**src/rtl/assoc_ctrl_pkg.sv**
```systemverilog
// Shared op codes and FSM states for the associative-buffer arbiter.
package assoc_ctrl_pkg;

  typedef enum logic [1:0] {
    OP_NONE = 2'd0,
    OP_LOAD = 2'd1,
    OP_INCR = 2'd2,
    OP_CLR  = 2'd3
  } op_t;

  typedef enum logic [1:0] {
    ST_IDLE,
    ST_ISSUE,
    ST_RESPOND
  } state_t;

endpackage

```
**src/rtl/rr_arbiter.sv**
```systemverilog
// Combinational round-robin pick: first set req bit after ptr, wrapping.
module rr_arbiter #(
  parameter int N  = 4,
  parameter int IW = $clog2(N)
) (
  input  logic [N-1:0]  req,
  input  logic [IW-1:0] ptr,
  output logic [N-1:0]  grant,
  output logic [IW-1:0] grant_idx,
  output logic          any_req
);

  logic [IW-1:0] idx;

  always_comb begin
    grant     = '0;
    grant_idx = '0;
    any_req   = 1'b0;
    idx       = '0;
    for (int unsigned off = 1; off <= N; off++) begin
      idx = IW'((32'(ptr) + off) % N);
      if (!any_req && req[idx]) begin
        any_req   = 1'b1;
        grant_idx = idx;
        grant     = N'(1) << idx;
      end
    end
  end

endmodule

```
**src/rtl/assoc_buffer_arbiter.sv**
```systemverilog
// Round-robin arbiter sharing one associative buffer between NUM_REQ
// requesters over a 4-phase req/ack handshake with a registered response.
module assoc_buffer_arbiter
  import assoc_ctrl_pkg::*;
#(
  parameter int NUM_REQ   = 4,
  parameter int KEY_SIZE  = 4,
  parameter int DATA_SIZE = 4
) (
  input  logic                          clk,
  input  logic                          sync_nreset,
  input  logic [NUM_REQ-1:0]            req,
  input  logic [2*NUM_REQ-1:0]          req_op,
  input  logic [KEY_SIZE*NUM_REQ-1:0]   req_key,
  input  logic [DATA_SIZE*NUM_REQ-1:0]  req_data,
  output logic [NUM_REQ-1:0]            ack,
  output logic [DATA_SIZE-1:0]          rsp_data,
  output logic                          rsp_hit,
  output logic                          busy,
  output logic [1:0]                    buf_ctrl,
  output logic [KEY_SIZE-1:0]           buf_key,
  output logic [DATA_SIZE-1:0]          buf_data_in,
  input  logic [DATA_SIZE-1:0]          buf_data_out,
  input  logic                          buf_valid
);

  localparam int IW = $clog2(NUM_REQ);

  state_t               state;
  logic [IW-1:0]        ptr;
  logic [IW-1:0]        g;
  logic [NUM_REQ-1:0]   g_oh;
  logic [NUM_REQ-1:0]   grant;
  logic [IW-1:0]        grant_idx;
  logic                 any_req;
  logic [1:0]           sel_op;
  logic [KEY_SIZE-1:0]  sel_key;
  logic [DATA_SIZE-1:0] sel_data;

  rr_arbiter #(
    .N  (NUM_REQ),
    .IW (IW)
  ) u_rr (
    .req       (req),
    .ptr       (ptr),
    .grant     (grant),
    .grant_idx (grant_idx),
    .any_req   (any_req)
  );

  // Payload of the winning requester, selected by shifting the flat buses.
  assign sel_op   = 2'(req_op >> (2 * grant_idx));
  assign sel_key  = KEY_SIZE'(req_key >> (KEY_SIZE * grant_idx));
  assign sel_data = DATA_SIZE'(req_data >> (DATA_SIZE * grant_idx));

  always_ff @(posedge clk) begin
    if (!sync_nreset) begin
      state       <= ST_IDLE;
      ptr         <= IW'(NUM_REQ - 1);
      g           <= '0;
      g_oh        <= '0;
      ack         <= '0;
      rsp_data    <= '0;
      rsp_hit     <= 1'b0;
      busy        <= 1'b0;
      buf_ctrl    <= OP_NONE;
      buf_key     <= '0;
      buf_data_in <= '0;
    end else begin
      case (state)
        ST_IDLE: begin
          if (any_req) begin
            g           <= grant_idx;
            g_oh        <= grant;
            buf_ctrl    <= sel_op;
            buf_key     <= sel_key;
            buf_data_in <= sel_data;
            busy        <= 1'b1;
            state       <= ST_ISSUE;
          end
        end
        ST_ISSUE: begin
          // Buffer outputs here reflect the entry before this cycle's update.
          rsp_data <= buf_valid ? buf_data_out : '0;
          rsp_hit  <= buf_valid;
          ack      <= g_oh;
          ptr      <= g;
          buf_ctrl <= OP_NONE;
          state    <= ST_RESPOND;
        end
        ST_RESPOND: begin
          if (!req[g]) begin
            ack   <= '0;
            busy  <= 1'b0;
            state <= ST_IDLE;
          end
        end
        default: begin
          state <= ST_IDLE;
        end
      endcase
    end
  end

endmodule

```
**config.mk**
```make
export PLATFORM = sky130hd
export DESIGN_NAME = assoc_buffer_arbiter
export DESIGN_NICKNAME = d
export VERILOG_FILES = /design/src/rtl/assoc_ctrl_pkg.sv /design/src/rtl/rr_arbiter.sv /design/src/rtl/assoc_buffer_arbiter.sv
export SDC_FILE = /design/constraint.sdc
export NUM_CORES = 1
export LEC_CHECK = 0
export CORE_MARGIN = 5
export CORE_UTILIZATION = 40
export CTS_CLUSTER_DIAMETER = 80
export DETAILED_ROUTE_END_ITERATION = 12
export PLACE_DENSITY = 0.71
export SYNTH_ARGS = -nofsm -noshare
export SYNTH_HDL_FRONTEND = slang
export SYNTH_HIERARCHICAL = 1
export SYNTH_SLANG_ARGS = --single-unit
export TNS_END_PERCENT = 1
```
**constraint.sdc**
```tcl
create_clock -name clk -period 3.9 [get_ports clk]
set_input_delay 0.585 -clock clk [delete_from_list [all_inputs] [get_ports clk]]
set_output_delay 0.585 -clock clk [all_outputs]
set_load 0.05 [all_outputs]
```
# == Yosys cells after proc, flatten, opt, wreduce, memory -nomap -nowiden ==
# Cells that the tools add are included.
# classes
n_reduce_logical,15
n_div,0
n_eq_ne,4
bitwise,0
n_mux,33
magnitude_cmp,5
n_shift,7
addsub,4
multipliers,0
# ops
op,count
$shr 16x4->4,2
$mux 4,6
$shl 1x2->4 const A,4
$lt 2x3->1 const B,5
$mux 2,7
$mux 1,11
$bmux 1 s2,5
$pmux 4 s2,1
$reduce_and 2->1,4
$shr 8x3->2,1
$pmux 2 s3,1
$reduce_bool 2->1,3
$add 2x1->2 const B,2
$add 2x2->2 const B,2
$ne 2x2->1 const B,2
$pmux 2 s2,1
$logic_and 1x1->1,3
$logic_not 1->1,3
$reduce_and 3->1,1
$eq 2x1->1 const B,1
$eq 2x2->1 const B,1
$logic_not 2->1,1
$pmux 1 s2,1
# word_totals
ram_bits,0
rom_bits,0
n_memories,0
reg_bits,30
latchBits,0
out_inout_bits,20

# == Longest topological paths before layout ==
# logic_depth
word_depth,16
ltp_mapped,12
mapped_depth_nobuf,9

# == By module ==
# Netlist, hierarchy kept.
# by_module_without_submodules
mod,n_inst,cells_each,area_each_um2
assoc_buffer_arbiter,1,157,1520.2
rr_arbiter,1,77,611.8

# == Least setup slack after synthesis ==
# OpenSTA, ideal clock, no wires.
# synth_timing
path_type,reg2reg
start,register ptr[0]
end,register buf_ctrl[1]
synth_period_minus_slack_ns,3.113
arrival_ns,2.981
setup_slack_ns,0.787
path_stages_with_launch,13
cell_sequence,dfxtp_1 > buf_6 > inv_1 > ha_1 > clkbuf_1 > mux4_2 > nor2b_1 > o221ai_1 > a21oi_1 > buf_6 > mux4_1 > or3b_1 > a21oi_1
# synth_between
elab_chain_cells,16
# synth_rtl
element,line,rtl
from (decl),assoc_buffer_arbiter.sv:30,logic [IW-1:0] ptr;
from (signal assigned),assoc_buffer_arbiter.sv:59,ptr <= IW'(NUM_REQ - 1);
from (signal assigned),assoc_buffer_arbiter.sv:87,ptr <= g;
$add 2x1->2,rr_arbiter.sv:21,idx = IW'((32'(ptr) + off) % N);
$bmux 1 s2,rr_arbiter.sv:22,if (!any_req && req[idx]) begin
$mux 1 (implied by the code),rr_arbiter.sv:22,
$mux 1,rr_arbiter.sv:22,
$logic_not 1->1,rr_arbiter.sv:22,
$logic_and 1x1->1,rr_arbiter.sv:22,
$mux 1,rr_arbiter.sv:22,
$logic_not 1->1,rr_arbiter.sv:22,
$logic_and 1x1->1,rr_arbiter.sv:22,
$mux 1,rr_arbiter.sv:22,
$logic_not 1->1,rr_arbiter.sv:22,
$logic_and 1x1->1,rr_arbiter.sv:22,
$mux 2 (*),rr_arbiter.sv:22,
named net grant_idx[0],assoc_buffer_arbiter.sv:34,logic [IW-1:0] grant_idx;
$shr 8x3->2 (*),assoc_buffer_arbiter.sv:52,assign sel_op = 2'(req_op >> (2 * grant_idx));
$mux 2 (*),assoc_buffer_arbiter.sv:72,if (any_req) begin
$pmux 2 s2 (*),assoc_buffer_arbiter.sv:70,case (state)
to (signal assigned),assoc_buffer_arbiter.sv:75,buf_ctrl <= sel_op;
to (decl),assoc_buffer_arbiter.sv:20,"output logic [1:0] buf_ctrl,"
# The timed path passes the listed nets; every way through them passes the cells marked *. The select of a mux whose other input is x is not followed.
# A chain may end at the register's enable or synchronous reset.

# == Worst setup path after layout ==
# layout_timing
start,input port req[0]
end,register buf_ctrl[0]
# layout_between
elab_chain_cells,15
# layout_rtl
element,line,rtl
from (decl),assoc_buffer_arbiter.sv:12,"input logic [NUM_REQ-1:0] req,"
$bmux 1 s2,rr_arbiter.sv:22,
$mux 1 (implied by the code),rr_arbiter.sv:22,
$mux 1,rr_arbiter.sv:22,
$logic_not 1->1,rr_arbiter.sv:22,
$logic_and 1x1->1,rr_arbiter.sv:22,
$mux 1,rr_arbiter.sv:22,
$logic_not 1->1,rr_arbiter.sv:22,
$logic_and 1x1->1,rr_arbiter.sv:22,
$mux 1,rr_arbiter.sv:22,
$logic_not 1->1,rr_arbiter.sv:22,
$logic_and 1x1->1,rr_arbiter.sv:22,
$mux 2 (*),rr_arbiter.sv:22,
named net grant_idx[1],assoc_buffer_arbiter.sv:34,
$shr 8x3->2 (*),assoc_buffer_arbiter.sv:52,
$mux 2 (*),assoc_buffer_arbiter.sv:72,
$pmux 2 s2 (*),assoc_buffer_arbiter.sv:70,
# Marks and branches as above.

==> metrics.yaml <==
outcome:
  run_status: "finished clean"
power:
  vdd_drop_max_mv: 0.3851
  cellPowerDensity_nw_per_um2: 802.6
  power.leakage_nw: 1.182
timing:
  fmax_mhz: 312.6
  finalHoldViolations: 0
  final.min_clock_period_ps: 3199
  worst_slew_pin_slew_ps: 738.5
  finalSetupTns_ps: 0
  timing.hold.ws_ps: 458.5
  rsz0062_at_grt: "false"
  setup_violations: 0
  fin_skew_ps: 6.334
  finalCritPeriodShare_pct: 82.04
  slew_headroom_pct: 50.74
  slew_violations: 0
synth:
  ys.flop_type: "dfxtp_1"
  avgSynthCellArea_um2: 9.111
  synth_cell_type_count: 40
  synth-seq-area-share_pct: 28.17
  synth-compound-area-share_pct: 17.84
  synth-adder-area-share_pct: 7.629
  ys_seq_elements: 30
  syn_area_um2: 2132
  ys_async_sr_fraction_pct: 0
  synth_nets: 298
  ys_warn_count: 6
  yosys.area_share.xor_xnor_pct: 0
  synth_top_family_by_area: "multiplexers"
  synthSimpleGateAreaFrac_pct: 19.19
  synth_mux_area_share_pct: 22.54
  synth_edf_count: 0
  synthCells: 234
clock_network:
  clkSinkCount: 30
  insertion_delay_ps: 270
  cts_tree: "built"
  postCtsSetupBuffers: 0
  numCtsBuffers: 5
  cts_root_buf: "clkbuf_8"
  cts.clk_slew.worst_paths_ps: 70
  clock_tree.buffer_depth: 2
  cts_resized: 0
  cts_hold_buf: 0
  htreeDepth: 2
layout:
  diodes: 0
  finish.utilization_pct: 59.27
  fin_nets: 369
  final_layout_size_suffix_gt1_share_pct: 8.824
  regArea_um2: 600.6
  syn2layout_area_growth_pct: 42.90
  n_fill_cell: 484
  multiInputGateArea_um2: 1433
detailed_routing:
  drc: 0
  drtAntennaViolNets: 0
  dr.pass1.iters: 4
  routedWlPerCell_um: 15.20
  viasPerCell: 5.524
  first_iter_violations: 106
  wl_um: 5715
  via_count: 2077
global_routing:
  track_usage_pct: 16.20
  grt_pass1_vias: 1947
  grt_pass1_wl_um: 9439
  antenna_found_initial: 0
  grt_max_degree: 27
  grt_overflow: 0
place:
  portBuffers: 70
  gp_congestion: 0.9842
  hpwl_um: 4490
min_path:
  whs_path_depth: 2
  min_path_type: "flop to flop"
critical_path:
  end_kind: "flop"
  arrival_ps: 3390
  startpoint: "req[0]"
  crit_end: "buf_ctrl[0]$_SDFFE_PN0P_"
  crit_fanout: 11
  critPathLaunchType: "input port"
  r2r-end: "buf_ctrl[0]$_SDFFE_PN0P_"
  worstPathRequired_ps: 4090
  rr_worst_depth: 9
  rrSetupSlack_ps: 770
  crit_type: "input port to flop"
  r2r_start: "ptr[0]$_SDFFE_PN1P_"
die:
  num_io_pins: 71
  start_util_pct: 41.48
  core_um2: 5140
  fp.dieH_um: 83.01
  dieArea_um2: 6890
  fp.dieW_um: 83.01
  num_rows: 26
run:
  maxCapViolations: 0
==> final cells by class <==
cell class                 count  area share, %
inverter                       8         0.9856
timing repair buffer          77          24.72
clock buffer                   6          2.710
clock inverter                 2          1.971
multi-input combinational    183          47.02
sequential                    30          19.71
tap                           70          2.875
==> cells in the final DEF (no fill, tap or decap), types with 2 or more instances in the layout <==
cell type        instances
nand3_1                  4
a21oi_1                 26
mux4_1                  10
bufinv_16                2
clkbuf_8                 6
mux4_2                   4
or3b_2                   2
inv_1                    7
nand2b_1                 9
o22ai_1                  8
buf_4                    7
nor2b_1                 10
mux2_2                   2
nor2_1                   4
a311oi_1                 4
nand2_1                 50
clkdlybuf4s50_1         70
ha_1                    13
o21ai_0                  7
dfxtp_1                 30
mux2i_1                  9
a211oi_1                 5
==> Yosys cell counts, types with 2 or more instances <==
master    count  area share [%]
clkbuf_1      8             1.4
a211oi_1      5             1.8
a21oi_1      26             6.1
o22ai_1       8             2.3
mux2i_1       9             4.2
inv_1         7             1.2
mux4_2        4             4.2
ha_1         13             7.6
o21ai_0       7             1.6
nand2_1      50             8.8
nand3_1       4            0.94
or3b_2        2            0.82
mux2_2        2             1.1
mux4_1       10              12
nor2b_1      10             2.9
a311oi_1      4             1.6
dfxtp_1      30              28
nand2b_1      9             2.6
nor2_1        4            0.70
buf_6         2             1.1
==> flip-flops by register name, summed over array words and instances, names as in the netlist <==
| name | cells |
|---|---|
| ack | 4 |
| buf_data_in | 4 |
| buf_key | 4 |
| g_oh | 4 |
| rsp_data | 4 |
| buf_ctrl | 2 |
| g | 2 |
| ptr | 2 |
| state | 2 |
| busy | 1 |
| rsp_hit | 1 |
==> kinds of logic (layout without fill, tap and decap cells) <==
kind of cell,Yosys count,in the layout
and+or+nand+nor,84,84
adders and majority gates,13,13
DFF,30,30
muxes,26,26
AOI/OAI and AO/OA,60,60
buffers and inverters,21,93
==> power by group <==
group	total [W]	internal, W	switching, W	leakage (nW)
sequential	0.000463	0.000404	0.0000590	0.246
combinational	0.00159	0.000694	0.000897	0.864
clock	0.000390	0.000273	0.000118	0.0714
total	0.00245	0.00137	0.00107	1.18
==> critical path: stages <==
cell and delay [ps]:
clkdlybuf4s50_1 550, mux4_2 640, nor4b_4 430, a2111oi_2 60, a32oi_1 310, mux4_1 220, or3b_2 440, a21oi_1 140
==> stage by stage <==
step / worst slack (ps) / instance area, µm² / cells / power [W]
finish: 700.5 / 3047 / 376 / 0.002445
global route: 492.2 / 3047 / 376 / 0.002625
CTS: 700.6 / 3047 / 376 / 0.002451
detailed placement: 432.2 / 2904 / 368 / 0.002055
global placement: 512.2 / 2904 / 368 / 0.002032
floorplan: 787.1 / 2132 / 234 / 0.001654
==> worst min-delay path by stage <==
stage | slack, ps | from | to
5_1_grt | 480 | buf_key[2]$_SDFFE_PN0P_ | buf_key[2]$_SDFFE_PN0P_
4_1_cts | 460 | buf_data_in[3]$_SDFFE_PN0P_ | buf_data_in[3]$_SDFFE_PN0P_
2_1_floorplan | 450 | g_oh[0]$_SDFFE_PN0P_ | g_oh[0]$_SDFFE_PN0P_
3_5_place_dp | 450 | buf_key[0]$_SDFFE_PN0P_ | buf_key[0]$_SDFFE_PN0P_
3_3_place_gp | 440 | buf_key[0]$_SDFFE_PN0P_ | buf_key[0]$_SDFFE_PN0P_
6_report | 460 | buf_key[0]$_SDFFE_PN0P_ | buf_key[0]$_SDFFE_PN0P_
==> per-layer routing <==
metal / wire [µm] / vias up / global-route usage, %
met5: 0 / - / 0
met4: 0 / 0 / 3.863
met3: 370 / 0 / 2.574
met2: 2879 / 91 / 27.62
met1: 2465 / 980 / 21.42
li1: - / 1006 / -
No activity file was read; power rests on OpenSTA's default activity.
